[src/rtl/intpol2_d4_ch_sched_pkg.sv]
// Shared constants for the two-channel interpolator job scheduler:
// channel count, FSM state encoding and a channel-to-one-hot helper.
package intpol2_D4_pkg;

  localparam int unsigned NUM_CH = 2;

  localparam logic [2:0] ST_IDLE      = 3'd0;
  localparam logic [2:0] ST_GRANT     = 3'd1;
  localparam logic [2:0] ST_START     = 3'd2;
  localparam logic [2:0] ST_WAIT_BUSY = 3'd3;
  localparam logic [2:0] ST_RUN       = 3'd4;
  localparam logic [2:0] ST_RELEASE   = 3'd5;

  function automatic logic [NUM_CH-1:0] ch_bit(input logic ch);
    ch_bit     = '0;
    ch_bit[ch] = 1'b1;
  endfunction

endpackage

[src/rtl/intpol2_d4_rr_arb.sv]
// Two-way round-robin pick: the channel that did not own the last job wins a tie.
import intpol2_D4_pkg::*;

module intpol2_d4_rr_arb (
  input  logic [NUM_CH-1:0] req,
  input  logic              last_ch,
  output logic              grant,
  output logic              valid
);

  logic pref;

  always_comb begin
    pref  = ~last_ch;
    valid = |req;
    grant = req[pref] ? pref : ~pref;
  end

endmodule

[src/rtl/intpol2_d4_ch_sched.sv]
// Job scheduler sharing one interpolator core between two channels:
// arbitrates requests, latches job config, starts the core and reports completion.
import intpol2_D4_pkg::*;

module intpol2_d4_ch_sched #(
  parameter int unsigned CONFIG_WIDTH = 32
) (
  input  logic                    clk,
  input  logic                    rst,
  input  logic [NUM_CH-1:0]       req,
  input  logic [CONFIG_WIDTH-1:0] ch0_ilen,
  input  logic [CONFIG_WIDTH-1:0] ch1_ilen,
  input  logic [NUM_CH-1:0]       ch_mode,
  input  logic [NUM_CH-1:0]       ch_bypass,
  input  logic [CONFIG_WIDTH-1:0] timeout_cycles,
  input  logic                    abort,
  input  logic                    core_busy,
  input  logic                    core_done,
  output logic                    core_start,
  output logic [CONFIG_WIDTH-1:0] core_ilen,
  output logic                    core_mode,
  output logic                    core_bypass,
  output logic                    sel_ch,
  output logic [NUM_CH-1:0]       ack,
  output logic [NUM_CH-1:0]       ch_done,
  output logic [NUM_CH-1:0]       ch_err,
  output logic                    active
);

  logic [2:0]              state_q, state_d;
  logic                    win_q, win_d, last_q, last_d, sel_q, sel_d;
  logic [CONFIG_WIDTH-1:0] ilen_q, ilen_d, cnt_q, cnt_d;
  logic                    mode_q, mode_d, byp_q, byp_d, start_q, start_d;
  logic [NUM_CH-1:0]       ack_q, ack_d, done_q, done_d, err_q, err_d;

  logic                    arb_grant, arb_valid, wd_hit;
  logic [CONFIG_WIDTH-1:0] win_ilen, cnt_inc;

  intpol2_d4_rr_arb u_arb (
    .req     (req),
    .last_ch (last_q),
    .grant   (arb_grant),
    .valid   (arb_valid)
  );

  always_comb begin
    state_d  = state_q;
    win_d    = win_q;
    last_d   = last_q;
    sel_d    = sel_q;
    ilen_d   = ilen_q;
    mode_d   = mode_q;
    byp_d    = byp_q;
    cnt_d    = cnt_q;
    start_d  = 1'b0;
    ack_d    = '0;
    done_d   = '0;
    err_d    = '0;
    win_ilen = win_q ? ch1_ilen : ch0_ilen;
    cnt_inc  = (&cnt_q) ? cnt_q : cnt_q + CONFIG_WIDTH'(1);
    // cnt_inc counts the current cycle, so the error lands timeout_cycles after core_start
    wd_hit   = (timeout_cycles != '0) && (cnt_inc >= timeout_cycles);

    case (state_q)
      ST_IDLE: begin
        if (arb_valid) begin
          win_d   = arb_grant;
          state_d = ST_GRANT;
        end
      end
      ST_GRANT: begin
        if (!req[win_q]) begin
          state_d = ST_IDLE;
        end else begin
          ilen_d = win_ilen;
          mode_d = ch_mode[win_q];
          byp_d  = ch_bypass[win_q];
          sel_d  = win_q;
          ack_d  = ch_bit(win_q);
          if (win_ilen == '0) begin
            err_d   = ch_bit(win_q);
            state_d = ST_RELEASE;
          end else begin
            state_d = ST_START;
          end
        end
      end
      ST_START: begin
        start_d = 1'b1;
        cnt_d   = '0;
        state_d = ST_WAIT_BUSY;
      end
      ST_WAIT_BUSY, ST_RUN: begin
        cnt_d = cnt_inc;
        if (core_done) begin
          done_d  = ch_bit(sel_q);
          state_d = ST_RELEASE;
        end else if (abort || wd_hit) begin
          err_d   = ch_bit(sel_q);
          state_d = ST_RELEASE;
        end else if (state_q == ST_WAIT_BUSY && core_busy) begin
          state_d = ST_RUN;
        end
      end
      ST_RELEASE: begin
        last_d = sel_q;
        if (!core_busy) state_d = ST_IDLE;
      end
      default: state_d = ST_IDLE;
    endcase
  end

  always_ff @(posedge clk or posedge rst) begin
    if (rst) begin
      state_q <= ST_IDLE;
      win_q   <= 1'b0;
      last_q  <= 1'b1;
      sel_q   <= 1'b0;
      ilen_q  <= '0;
      mode_q  <= 1'b0;
      byp_q   <= 1'b0;
      cnt_q   <= '0;
      start_q <= 1'b0;
      ack_q   <= '0;
      done_q  <= '0;
      err_q   <= '0;
    end else begin
      state_q <= state_d;
      win_q   <= win_d;
      last_q  <= last_d;
      sel_q   <= sel_d;
      ilen_q  <= ilen_d;
      mode_q  <= mode_d;
      byp_q   <= byp_d;
      cnt_q   <= cnt_d;
      start_q <= start_d;
      ack_q   <= ack_d;
      done_q  <= done_d;
      err_q   <= err_d;
    end
  end

  assign core_start  = start_q;
  assign core_ilen   = ilen_q;
  assign core_mode   = mode_q;
  assign core_bypass = byp_q;
  assign sel_ch      = sel_q;
  assign ack         = ack_q;
  assign ch_done     = done_q;
  assign ch_err      = err_q;
  assign active      = (state_q != ST_IDLE);

endmodule

[config.mk]
export PLATFORM = sky130hd
export DESIGN_NAME = intpol2_d4_ch_sched
export DESIGN_NICKNAME = d
export VERILOG_FILES = /design/src/rtl/intpol2_d4_ch_sched_pkg.sv /design/src/rtl/intpol2_d4_rr_arb.sv /design/src/rtl/intpol2_d4_ch_sched.sv
export SDC_FILE = /design/constraint.sdc
export NUM_CORES = 1
export LEC_CHECK = 0
export BUFFER_PORTS_ARGS = -buffer_cell sky130_fd_sc_hd__buf_2
export CAP_MARGIN = 20
export CORE_MARGIN = 2
export CORE_UTILIZATION = 57
export CTS_BUF_LIST = sky130_fd_sc_hd__clkbuf_16
export CTS_CLUSTER_SIZE = 20
export DETAILED_ROUTE_END_ITERATION = 7
export HOLD_SLACK_MARGIN = 0.05
export PLACE_DENSITY_LB_ADDON = 0.15
export SLEW_MARGIN = 5
export SYNTH_ARGS = -nofsm -noshare
export SYNTH_HDL_FRONTEND = slang
export SYNTH_SLANG_ARGS = --single-unit
[constraint.sdc]
create_clock -name clk -period 7.3 [get_ports clk]
set_input_delay 0.73 -clock clk [delete_from_list [all_inputs] [get_ports clk]]
set_output_delay 0.73 -clock clk [all_outputs]
set_load 0.03 [all_outputs]
[Word level (Yosys, flattened, before mapping)]
Cells that the tools add are included.
Operators by class
  $add $sub $neg: 1
  order comparisons: 6
  equal/unequal tests: 8
  mux-type cells: 34
  bitwise logic cells: 1
  reduce and logical (&&, ||, !) cells: 16
Operators by type and width (number)
  2-to-1 mux 32 bit: 2
  one-hot mux 32 bit (2 select lines): 1
  adder 32 x 1 -> 32 bit (second input constant): 1
  greater-or-equal comparator 32 bit: 1
  logical NOT 32 bit: 1
  AND reduction 32 bit: 1
  nonzero test 32 bit: 1
  2-to-1 mux 3 bit: 7
  2-to-1 mux 2 bit: 8
  one-hot mux 3 bit (5 select lines): 1
  2-to-1 mux 1 bit: 12
  equality test 3 x 2 -> 1 bit (second input constant): 2
  equality test 3 bit (second input constant): 2
  less-than comparator 1 x 2 -> 1 bit (second input constant): 3
  logical AND 1 bit: 4
  != test 2 bit (second input constant): 2
  != test 4 bit (second input constant): 1
  one-hot mux 2 bit (2 select lines): 1
  AND reduction 2 bit: 2
  OR reduction 2 bit: 2
  equality test 3 x 1 -> 1 bit (second input constant): 1
  logical NOT 3 bit: 1
  AND reduction 3 bit: 1
  nonzero test 3 bit: 1
  5 further kinds: 7
Storage, ports and cells
  flip-flop bits (word level): 79
  input bits: 107
  logic and storage cells: 78

[Depth between registers and ports, before layout]
Gate-level depths: netlist of run 1.
  word-level depth: 8
  depth in mapped cells: 16
  gate-level depth less buffers: 15

[Modules after synthesis]
Synthesis of run 1 repeated with hierarchy kept, for this count alone.
Second synthesis, totals
  cell total of the unflattened synthesis: 627
  area total of the unflattened synthesis: 5395.2 um^2
Modules (own cells, without submodules)
  intpol2_d4_ch_sched: times used 1, cells each 624, area an instance 5375.2 um^2, sequential area each 1978.1 um^2
  intpol2_d4_rr_arb: times used 1, cells each 3, area an instance 20.0 um^2, sequential area each 0.0 um^2

[Least setup slack after synthesis of run 1]
No wires, ideal clock.
  path type: reg2reg
  from: register cnt_q[19]
  to: register state_q[2]
  library setup time: 0.123 ns
  arrival: 3.828 ns
  required time: 7.177 ns
  path slack: 3.349 ns
  stages on the path, launching flop included: 15
  buffers on the path: 1
  clock period less this slack: 3.951 ns
  path through: dfrtp_1 clkbuf_2 and3_1 nand4_2 or4_4 or4_4 xnor2_1 ha_1 a21oi_1 nand2_1 a22o_1 a2111oi_0 a31oi_1 or4_1 o221a_2
On the way
  word-level cells in the longest chain between the ends: 8
RTL lines
  from (decl): line intpol2_d4_ch_sched.sv:32  | logic [CONFIG_WIDTH-1:0] ilen_q, ilen_d, cnt_q, cnt_d;
  from (signal assigned): line intpol2_d4_ch_sched.sv:135  | cnt_q <= cnt_d;
  adder 32 x 1 -> 32 bit or AND reduction 32 bit (tied branches): line intpol2_d4_ch_sched.sv:60  | cnt_inc = (&cnt_q) ? cnt_q : cnt_q + CONFIG_WIDTH'(1);
  2-to-1 mux 32 bit *: line intpol2_d4_ch_sched.sv:60
  greater-or-equal comparator 32 bit *: line intpol2_d4_ch_sched.sv:62  | wd_hit = (timeout_cycles != '0) && (cnt_inc >= timeout_cycles);
  logical AND 1 bit *: line intpol2_d4_ch_sched.sv:62
  logical OR 1 bit *: line intpol2_d4_ch_sched.sv:98  | end else if (abort || wd_hit) begin
  2-to-1 mux 3 bit: line intpol2_d4_ch_sched.sv:98
  2-to-1 mux 3 bit: line intpol2_d4_ch_sched.sv:95  | if (core_done) begin
  one-hot mux 3 bit (5 select lines): line intpol2_d4_ch_sched.sv:64  | case (state_q)
  to (signal assigned): line intpol2_d4_ch_sched.sv:128  | state_q <= state_d;
  to (decl): line intpol2_d4_ch_sched.sv:30  | logic [2:0] state_q, state_d;
Every way passes the cells marked *; elsewhere a longest branch is shown, timed or not.
A chain may end at the register's enable or synchronous reset.

[Worst setup path after layout of run 1]
  from: register cnt_q[27]
  to: register state_q[2]
Same word-level chain as after synthesis.

==> qor.yml, run 1 <==
htree_num_levels: 3
multi_input_area_sq_um: 3100
hpwl_mm: 11.0
clk_pin_slew_worst_paths_ns: 0.07
grt_util_met1_pct: 36.2
required_ns: 7.52
insertion_delay_ns: 0.34
cts_tree: "done"
maxCapViolCount: 0
cts_buffers: 9
ctsHoldBuffers: 0
drt_iter0_drc: 287
ys_seq_elements: 79
syn_nets: 767
num_io_pins: 150
synth_ff_type: "dfrtp_1"
cp_max_fo: 14
netlist_area_sq_um: 5380
fmax_mhz: 204
avgSynthCellArea_sq_um: 8.59
grt_use_total_pct: 28.4
timing.hold.ws_ns: 0.359
wl_per_cell_um: 16.7
grt_max_degree: 80
dr.pass1.iters: 5
postRouteAntennaNets: 0
die_w_um: 101
placed_area_sq_um: 6160
place_congestion: 0.944
vias: 5276
post-cts-setup-buffer-count: 0
ir_worst_vdd_uv: 258
root_buffer: "clkbuf_16"
critPathLaunchType: "flop"
slew_headroom_pct: 31.6
drc: 0
start_util_pct: 58.5
finalHoldViolCount: 0
post-route-period-util_pct: 67.3
postLayoutCellArea_sq_um: 6480
antenna_found_initial: 0
outcome: "finished clean"
fin_setup_tns_ns: 0
fin_crit_ns: 4.91
cp-end-kind: "flop"
met2_usage_pct: 47.7
die_h_um: 101
hold_class: "primary input to asynchronous set/reset pin"
yosys_warnings: 0
cts_buffer_depth: 2
die_area_sq_um: 10200
rsz0062_at_grt: "false"
post-place-ws_ns: 2.40
fin_nets: 898
cts_sinks: 79
fin_ws_ns: 2.39
cts.repair.resized: 0
synth_edf_count: 0
final_layout_size_suffix_gt1_share_pct: 25.3
grt.busiest_layer: "met2"
port_buffers: 149
vias_per_cell: 6.04
synth_seq_area_share_pct: 36.7
leakage_nw: 3.22
grt_pass1_wl_mm: 23.2
fill_cells: 714
antenna_cells: 0
synth_cell_types: 60
regArea_sq_um: 1980
setup_viol: 0
postLayoutCoreUtil_pct: 70.4
pwr_density_cell_nw_per_um2: 310
overflow: 0
path_class: "flop to flop"
netlist_instances: 627
first_global_vias: 5036
area_delta_synth_final_pct: 20.3
worst_pin_slew_ns: 1.03
arrival_ns: 5.14
maxSlewViolCount: 0
async_flop_share_pct: 100
wirelength_mm: 14.6
skew_ns: 0.00864
grtUsageMet3_pct: 4.97
coreArea_sq_um: 9200
rows: 35
-- cells in the final DEF (no fill, tap or decap), drive strengths merged, types with 10 or more instances in the layout --
master / instances
dfrtp: 78
mux2i: 34
buf: 155
nor4: 31
nor2: 21
o21ai: 80
o31ai: 16
xnor2: 21
nand4: 17
nand3: 22
nor3: 10
inv: 44
a31oi: 16
a21oi: 26
ha: 33
nand2: 87
-- registers in the layout, indices dropped and copies added (netlist names) --
signal,flops
state_q,3
core_start,1
ch_done,2
sel_ch,1
ack,2
core_ilen,32
last_q,1
win_q,1
cnt_q,32
ch_err,2
core_mode,1
core_bypass,1
-- worst max-delay path, cell delays in order, from the launching register on --
cell and delay [ns]:
dfrtp_1 0.48, nand4_1 0.19, or3_1 0.45, nor4b_4 0.81
nor2_1 0.25, buf_4 0.26, nand3_1 0.13, xnor2_1 0.15
ha_1 0.27, a21oi_1 0.18, o21ai_0 0.14, a2111oi_0 0.45
a31oi_1 0.27, or4_1 0.47, o221a_2 0.28
-- stage by stage --
stage,std cells,power [mW]
floorplan,627,1.31
global placement,855,1.54
detailed placement,856,1.58
CTS,872,2.01
global route,874,2.14
finish,874,2.01
-- cell type report --
type | instances | share of cell area (%)
Timing Repair Buffer | 155 | 12.8
Sequential cell | 79 | 30.6
Multi-Input combinational cell | 473 | 47.8
Tap cell | 111 | 2.14
Inverter | 40 | 2.32
Clock inverter | 7 | 0.831
Clock buffer | 9 | 3.48
-- cells in the mapped netlist (all sizes together) (2+ instances only) --
cell     count  area [sq um]
a2111oi      2          17.5
a21o         2          15.0
a21oi       26           130
a22o         2          17.5
a31oi       16           100
and2         3          20.0
and3         5          32.5
and4         3          31.3
buf         13          83.8
clkbuf      22          85.1
dfrtp       78          1950
ha          33           413
inv         40           150
mux2         2          22.5
mux2i       34           340
nand2       87           327
nand2b       4          25.0
nand3       22           115
nand4       17           128
nor2        21          78.8
nor3        10          55.1
nor4        31           200
o211ai       2          15.0
o21a         2          15.0
o21ai       80           400
o22ai        2          12.5
o31ai       16           120
or3          4          26.3
or4          4          37.5
xnor2       21           184
xor2         9          78.8
-- worst paths after layout --
kind	startpoint	cells past startpoint	slack [ns]	end
worst max-delay path	cnt_q[27]$_DFFE_PP0P_	14	2.39	state_q[2]$_DFFE_PP0P_
worst min-delay path	rst	3	0.36	ack[0]$_DFF_PP0_
worst max register to register	cnt_q[27]$_DFFE_PP0P_	14	2.39	state_q[2]$_DFFE_PP0P_
worst min register to register	core_ilen[17]$_DFFE_PP0P_	2	0.47	core_ilen[17]$_DFFE_PP0P_
max in group asynchronous	rst	4	6.38	cnt_q[25]$_DFFE_PP0P_
min in group clk	core_ilen[17]$_DFFE_PP0P_	2	0.47	core_ilen[17]$_DFFE_PP0P_
-- power breakdown --
group,total [mW],switching (mW),internal (mW)
sequential,0.639,0.0776,0.561
clock,0.429,0.195,0.234
combinational,0.939,0.627,0.312
total,2.01,0.899,1.11
-- cells by family after synthesis --
| family | Yosys count | synth area share (%) |
|---|---|---|
| flip-flops | 79 | 36.7 |
| AO/OA/AOI/OAI | 156 | 16.8 |
| XOR/XNOR | 30 | 4.88 |
| buffers and inverters | 75 | 5.93 |
| AND/OR/NAND/NOR | 218 | 21.3 |
| adder cells (fa/ha/maj) | 33 | 7.67 |
| multiplexers | 36 | 6.74 |
-- per-layer routing --
layer	wire length (um)	up-vias
met1	6070	2491
met2	7100	224
li1	-	2530
met5	0	-
met3	1050	31
met4	347	0
Note: power is estimated with default switching activity, not from simulation.
==> run 2: changes to the inputs <==
--- a/config.mk
+++ b/config.mk
@@ -5,10 +5,11 @@
 export SDC_FILE = /design/constraint.sdc
 export NUM_CORES = 1
 export LEC_CHECK = 0
+export ABC_AREA = 1
 export BUFFER_PORTS_ARGS = -buffer_cell sky130_fd_sc_hd__buf_2
 export CAP_MARGIN = 20
 export CORE_MARGIN = 2
-export CORE_UTILIZATION = 57
+export CORE_UTILIZATION = 54
 export CTS_BUF_LIST = sky130_fd_sc_hd__clkbuf_16
 export CTS_CLUSTER_SIZE = 20
 export DETAILED_ROUTE_END_ITERATION = 7
==> constraint.sdc (replaced) <==
create_clock -name clk -period 4.95 [get_ports clk]
set_input_delay 0.495 -clock clk [delete_from_list [all_inputs] [get_ports clk]]
set_output_delay 0.495 -clock clk [all_outputs]
set_load 0.03 [all_outputs]
==> qor.yml, run 2 <==
outcome: "finished clean"
dp.cells: 1034  # +21%
cts_tree: "done"
final_layout_size_suffix_gt1_share_pct: 21.7  # -3.6 points
cp-end-kind: "flop"
die_w_um: 105  # +3.9%
hold_class: "primary input to asynchronous set/reset pin"
ir_worst_vdd_uv: 355  # +38%
postRouteAntennaNets: 0  # unchanged
cts_buffers: 9  # unchanged
crit_top_cell: "nand2_1"
pwr_density_cell_nw_per_um2: 457  # +48%
clk_pin_slew_worst_paths_ns: 0.06  # about the same
synth.most_common_cell: "nand2_1"
setup_viol: 0  # unchanged
synth_area_leaders: "dfrtp_1, nand2_1, ha_1, inv_1, nor2_1"
reg2reg_from: "cnt_q[0]$_DFFE_PP0P_"
fin_nets: 1053  # +17%
reg2reg_slack_ns: 1.24  # -1.15 ns
finalHoldViolCount: 0  # unchanged
post-route-period-util_pct: 75.0  # +7.7 points
timing.hold.ws_ns: 0.293  # -0.0655 ns
maxSlewViolCount: 0  # unchanged
fill_cells: 888  # +24%
synth_edf_count: 0  # unchanged
skew_ns: 0.0136  # +0.00492 ns
die_area_sq_um: 11100  # +8.0%
vias: 5514  # +4.5%
num_io_pins: 150  # unchanged
ys_seq_elements: 79  # unchanged
cp_max_fo: 31  # +17
overflow: 0  # unchanged
place_congestion: 1.03  # +9.3%
root_buffer: "clkbuf_16"
synth_seq_area_share_pct: 35.8  # -0.93 points
dr.pass1.iters: 5  # unchanged
grt_max_degree: 70  # -13%
rows: 36  # +2.9%
fmax_mhz: 269  # +32%
cp_slowest_stage_delay_ns: 0.43  # -0.38 ns
worst_pin_slew_ns: 1.10  # +0.0763 ns
drt_iter0_drc: 279  # -2.8%
yosys_warnings: 0  # unchanged
wl_per_cell_um: 14.7  # -12%
reg2regPathDepth: 25  # +11
synth_ff_type: "dfrtp_1"
required_ns: 5.17  # -2.35 ns
cts_sinks: 79  # unchanged
regToRegEndpoint: "state_q[0]$_DFFE_PP0P_"
hpwl_mm: 12.0  # +9.1%
fin_crit_ns: 3.71  # -1.20 ns
cpMaxStageDelayCell: "nand4_4"
fin_cells: 1051  # +20%
fin_setup_tns_ns: 0  # unchanged
final_cell_mix: "nand2_1, buf_2, inv_1"
die_h_um: 105  # +3.9%
netlist_instances: 772  # +23%
vias_per_cell: 5.25  # -13%
maxCapViolCount: 0  # unchanged
ctsHoldBuffers: 0  # unchanged
port_buffers: 149  # unchanged
coreArea_sq_um: 9860  # +7.3%
leakage_nw: 3.52  # +9.1%
wirelength_mm: 15.4  # +5.7%
critPathLaunchType: "flop"
post-cts-setup-buffer-count: 0  # unchanged
syn_nets: 912  # +19%
synth_common_cells: "nand2_1, inv_1, nor2_1, dfrtp_1, ha_1"
netlist_area_sq_um: 5520  # +2.6%
start_util_pct: 56.0  # -2.5 points
grt_use_total_pct: 29.2  # +0.86 points
critPathTopFamily: "simple AND/OR/NAND/NOR gates"
drc: 0  # unchanged
async_flop_share_pct: 100  # unchanged
rsz0062_at_grt: "false"
synth_top_area_cell: "dfrtp_1"
cts.repair.resized: 0  # unchanged
path_buf_inv: 3  # +2
avgSynthCellArea_sq_um: 7.16  # -17%
path_class: "flop to flop"
mostFrequentLayoutCell: "nand2_1"
antenna_found_initial: 0  # unchanged
slew_headroom_pct: 26.2  # -5.4 points
cts_buffer_depth: 2  # unchanged
grt_pass1_wl_mm: 25.9  # +12%
first_global_vias: 5608  # +11%
htree_num_levels: 3  # unchanged
antenna_cells: 0  # unchanged
arrival_ns: 3.93  # -1.21 ns
synth_top_area_share_pct: 35.3  # -0.92 points
area_delta_synth_final_pct: 19.5
insertion_delay_ns: 0.34  # about the same
synth_cell_types: 37  # -38%
-- run 2: metal layers --
layer	GRT usage [%]	vias to the layer above	routed length, um
li1	-	2754	-
met1	34.5	2541	6290
met2	52.0	192	7870
met3	6.30	27	925
met4	10.6	0	314
met5	0	-	0
-- run 2: layout make-up --
class	instances	area [sq um]	share of cell area, %
multi-input cells	568	3010	45.5
flip-flops and latches	79	1980	30.0
repair buffers	153	788	11.9
inverters	102	383	5.80
clock buffers	9	225	3.41
well taps	133	166	2.52
clock inverters	7	57.6	0.872
-- run 2: power breakdown --
group | switching, mW | total (mW) | leakage (nW) | internal (mW)
logic | 1.02 | 1.43 | 2.38 | 0.407
clock network | 0.261 | 0.643 | 0.143 | 0.383
registers | 0.113 | 0.946 | 0.988 | 0.833
-- run 2: stage by stage --
stage	total power, mW	worst slack [ns]	cell area, sq um	utilization, %
after floorplan	2.00	2.19	5520	-
after global placement	2.33	1.44	6300	63.9
after detailed placement	2.37	1.25	6300	63.9
after CTS	3.02	1.24	6580	66.7
after global routing	3.23	0.912	6600	66.9
final	3.02	1.24	6600	66.9
-- run 2: worst max path at each step --
stage / startpoint / endpoint / slack (ns) / cells past startpoint
detailed placement: cnt_q[0]$_DFFE_PP0P_ / state_q[0]$_DFFE_PP0P_ / 1.25 / 25
CTS: cnt_q[0]$_DFFE_PP0P_ / state_q[0]$_DFFE_PP0P_ / 1.24 / 25
global placement: cnt_q[1]$_DFFE_PP0P_ / state_q[0]$_DFFE_PP0P_ / 1.44 / 25
finish: cnt_q[0]$_DFFE_PP0P_ / state_q[0]$_DFFE_PP0P_ / 1.24 / 25
floorplan: cnt_q[1]$_DFFE_PP0P_ / state_q[0]$_DFFE_PP0P_ / 2.19 / 26
global route: cnt_q[1]$_DFFE_PP0P_ / state_q[0]$_DFFE_PP0P_ / 0.91 / 25
-- run 2: cell families after synthesis --
group           synth area share [%]
simple gates                    30.9
compound gates                  11.6
fa+ha+maj                       7.47
buf+inv                         9.78
flops                           35.8
xor+xnor                        4.44
==> run 3: changes to the inputs <==
==> constraint.sdc (replaced) <==
create_clock -name clk -period 3.9 [get_ports clk]
set_input_delay 0.39 -clock clk [delete_from_list [all_inputs] [get_ports clk]]
set_output_delay 0.39 -clock clk [all_outputs]
set_load 0.03 [all_outputs]
==> qor.yml, run 3 (synthesized netlist as in run 2, its figures left out) <==
fill_cells: 875  # -1.5%
post-route-period-util_pct: 90.9  # +16 points
port_buffers: 149  # unchanged
fin_setup_tns_ns: 0  # unchanged
hold_class: "primary input to asynchronous set/reset pin"
maxSlewViolCount: 0  # unchanged
start_util_pct: 56.0  # unchanged
htree_num_levels: 3  # unchanged
setup_viol: 0  # unchanged
grt_use_total_pct: 29.2  # about the same
antenna_found_initial: 0  # unchanged
coreArea_sq_um: 9860  # unchanged
placed_area_sq_um: 6320  # +0.24%
postRouteAntennaNets: 0  # unchanged
crit_top_cell: "nand2_1"
required_ns: 4.13  # -1.04 ns
maxCapViolCount: 0  # unchanged
dr.pass1.iters: 5  # unchanged
place_congestion: 1.01  # -1.7%
first_global_vias: 5541  # -1.2%
num_io_pins: 150  # unchanged
cts_buffer_depth: 2  # unchanged
final_layout_size_suffix_gt1_share_pct: 22.3  # +0.58 points
final_cell_mix: "nand2_1, buf_2, inv_1"
die_area_sq_um: 11100  # unchanged
fin_nets: 1056  # +0.28%
cp-end-kind: "flop"
antenna_cells: 0  # unchanged
fin_crit_ns: 3.55  # -0.169 ns
vias_per_cell: 5.26  # +0.20%
path_class: "flop to flop"
hpwl_mm: 12.0  # +0.38%
cp_max_fo: 18  # -42%
wl_per_cell_um: 14.6  # -0.42%
area_delta_synth_final_pct: 20.1
mostFrequentLayoutCell: "nand2_1"
skew_ns: 0.00893  # -0.00463 ns
timing.hold.ws_ns: 0.0312  # -0.262 ns
die_h_um: 105  # unchanged
clk_pin_slew_worst_paths_ns: 0.06  # about the same
pwr_density_cell_nw_per_um2: 574  # +26%
die_w_um: 105  # unchanged
cts_buffers: 9  # unchanged
cpMaxStageDelayCell: "dfrtp_1"
cp_slowest_stage_delay_ns: 0.42  # about the same
overflow: 0  # unchanged
cts_tree: "done"
slew_headroom_pct: 46.8  # +21 points
critPathLaunchType: "flop"
outcome: "finished clean"
worst_pin_slew_ns: 0.797  # -0.306 ns
drc: 0  # unchanged
fmax_mhz: 282  # +4.8%
vias: 5541  # +0.49%
drt_iter0_drc: 266  # -4.7%
leakage_nw: 3.53  # +0.33%
arrival_ns: 3.78  # -0.15 ns
ir_worst_vdd_uv: 433  # +22%
ctsHoldBuffers: 0  # unchanged
postLayoutCellArea_sq_um: 6640  # +0.49%
insertion_delay_ns: 0.34  # about the same
cts.repair.resized: 0  # unchanged
rsz0062_at_grt: "false"
rows: 36  # unchanged
reg2regPathDepth: 26  # +4.0%
root_buffer: "clkbuf_16"
post-cts-setup-buffer-count: 0  # unchanged
cts_sinks: 79  # unchanged
finalHoldViolCount: 0  # unchanged
grt_pass1_wl_mm: 26.1  # +0.77%
grt_max_degree: 80  # +14%
wirelength_mm: 15.4  # -0.14%
run 3: changes by cell type in the layout (fill, tap and decap cells not counted), sizes merged:
cell and delta:
bufinv -1, inv -1, buf +3, clkinv +2
run 3: worst max-delay path, delay by kind of cell (launching register included):
family | cells | cell delay [ns]
buf+inv | 4 | 0.58
simple gates | 19 | 1.77
compound gates | 1 | 0.16
fa+ha+maj | 2 | 0.50
flops | 1 | 0.42
run 3: path summary, 6_finish.rpt:
| kind | startpoint | endpoint | slack (ns) |
|---|---|---|---|
| worst min-delay path | rst | ch_err[1]$_DFF_PP0_ | 0.03 |
| min in group clk | ch_bypass[1] | core_bypass$_DFFE_PP0P_ | 0.31 |
| max in group asynchronous | rst | last_q$_DFFE_PP1N_ | 3.26 |
| worst max register to register | cnt_q[0]$_DFFE_PP0P_ | state_q[0]$_DFFE_PP0P_ | 0.35 |
| worst min register to register | sel_ch$_DFFE_PP0P_ | ch_done[0]$_DFF_PP0_ | 0.49 |
| worst max-delay path | cnt_q[0]$_DFFE_PP0P_ | state_q[0]$_DFFE_PP0P_ | 0.35 |
run 3: area by class of cell:
cell class | count | area (sq um) | area share [%]
Clock inverter | 7 | 47.5 | 0.716
Sequential cell | 79 | 1980 | 29.8
Multi-Input combinational cell | 568 | 3010 | 45.3
Timing Repair Buffer | 156 | 831 | 12.5
Tap cell | 133 | 166 | 2.51
Clock buffer | 9 | 225 | 3.39
Inverter | 102 | 383 | 5.77
run 3: power breakdown:
part	internal, mW	switching [mW]
Combinational	0.529	1.30
Clock	0.431	0.354
Sequential	1.06	0.143
run 3: through the flow:
step	setup slack [ns]	power [mW]	util, %	std cells
5_1_grt	0.0504	4.08	67.3	1054
2_1_floorplan	1.14	2.53	-	772
3_5_place_dp	0.429	3.02	64.0	1036
6_report	0.355	3.81	67.3	1054
3_3_place_gp	0.535	2.96	64.0	1036
4_1_cts	0.391	3.81	66.8	1052
run 3: routing by layer:
layer,up-vias,track usage (%),part of all wire [%]
met3,20,5.49,6.5
met2,198,51.8,51
met5,-,0,0
li1,2783,-,-
met1,2540,36.0,41
met4,0,8.67,1.9
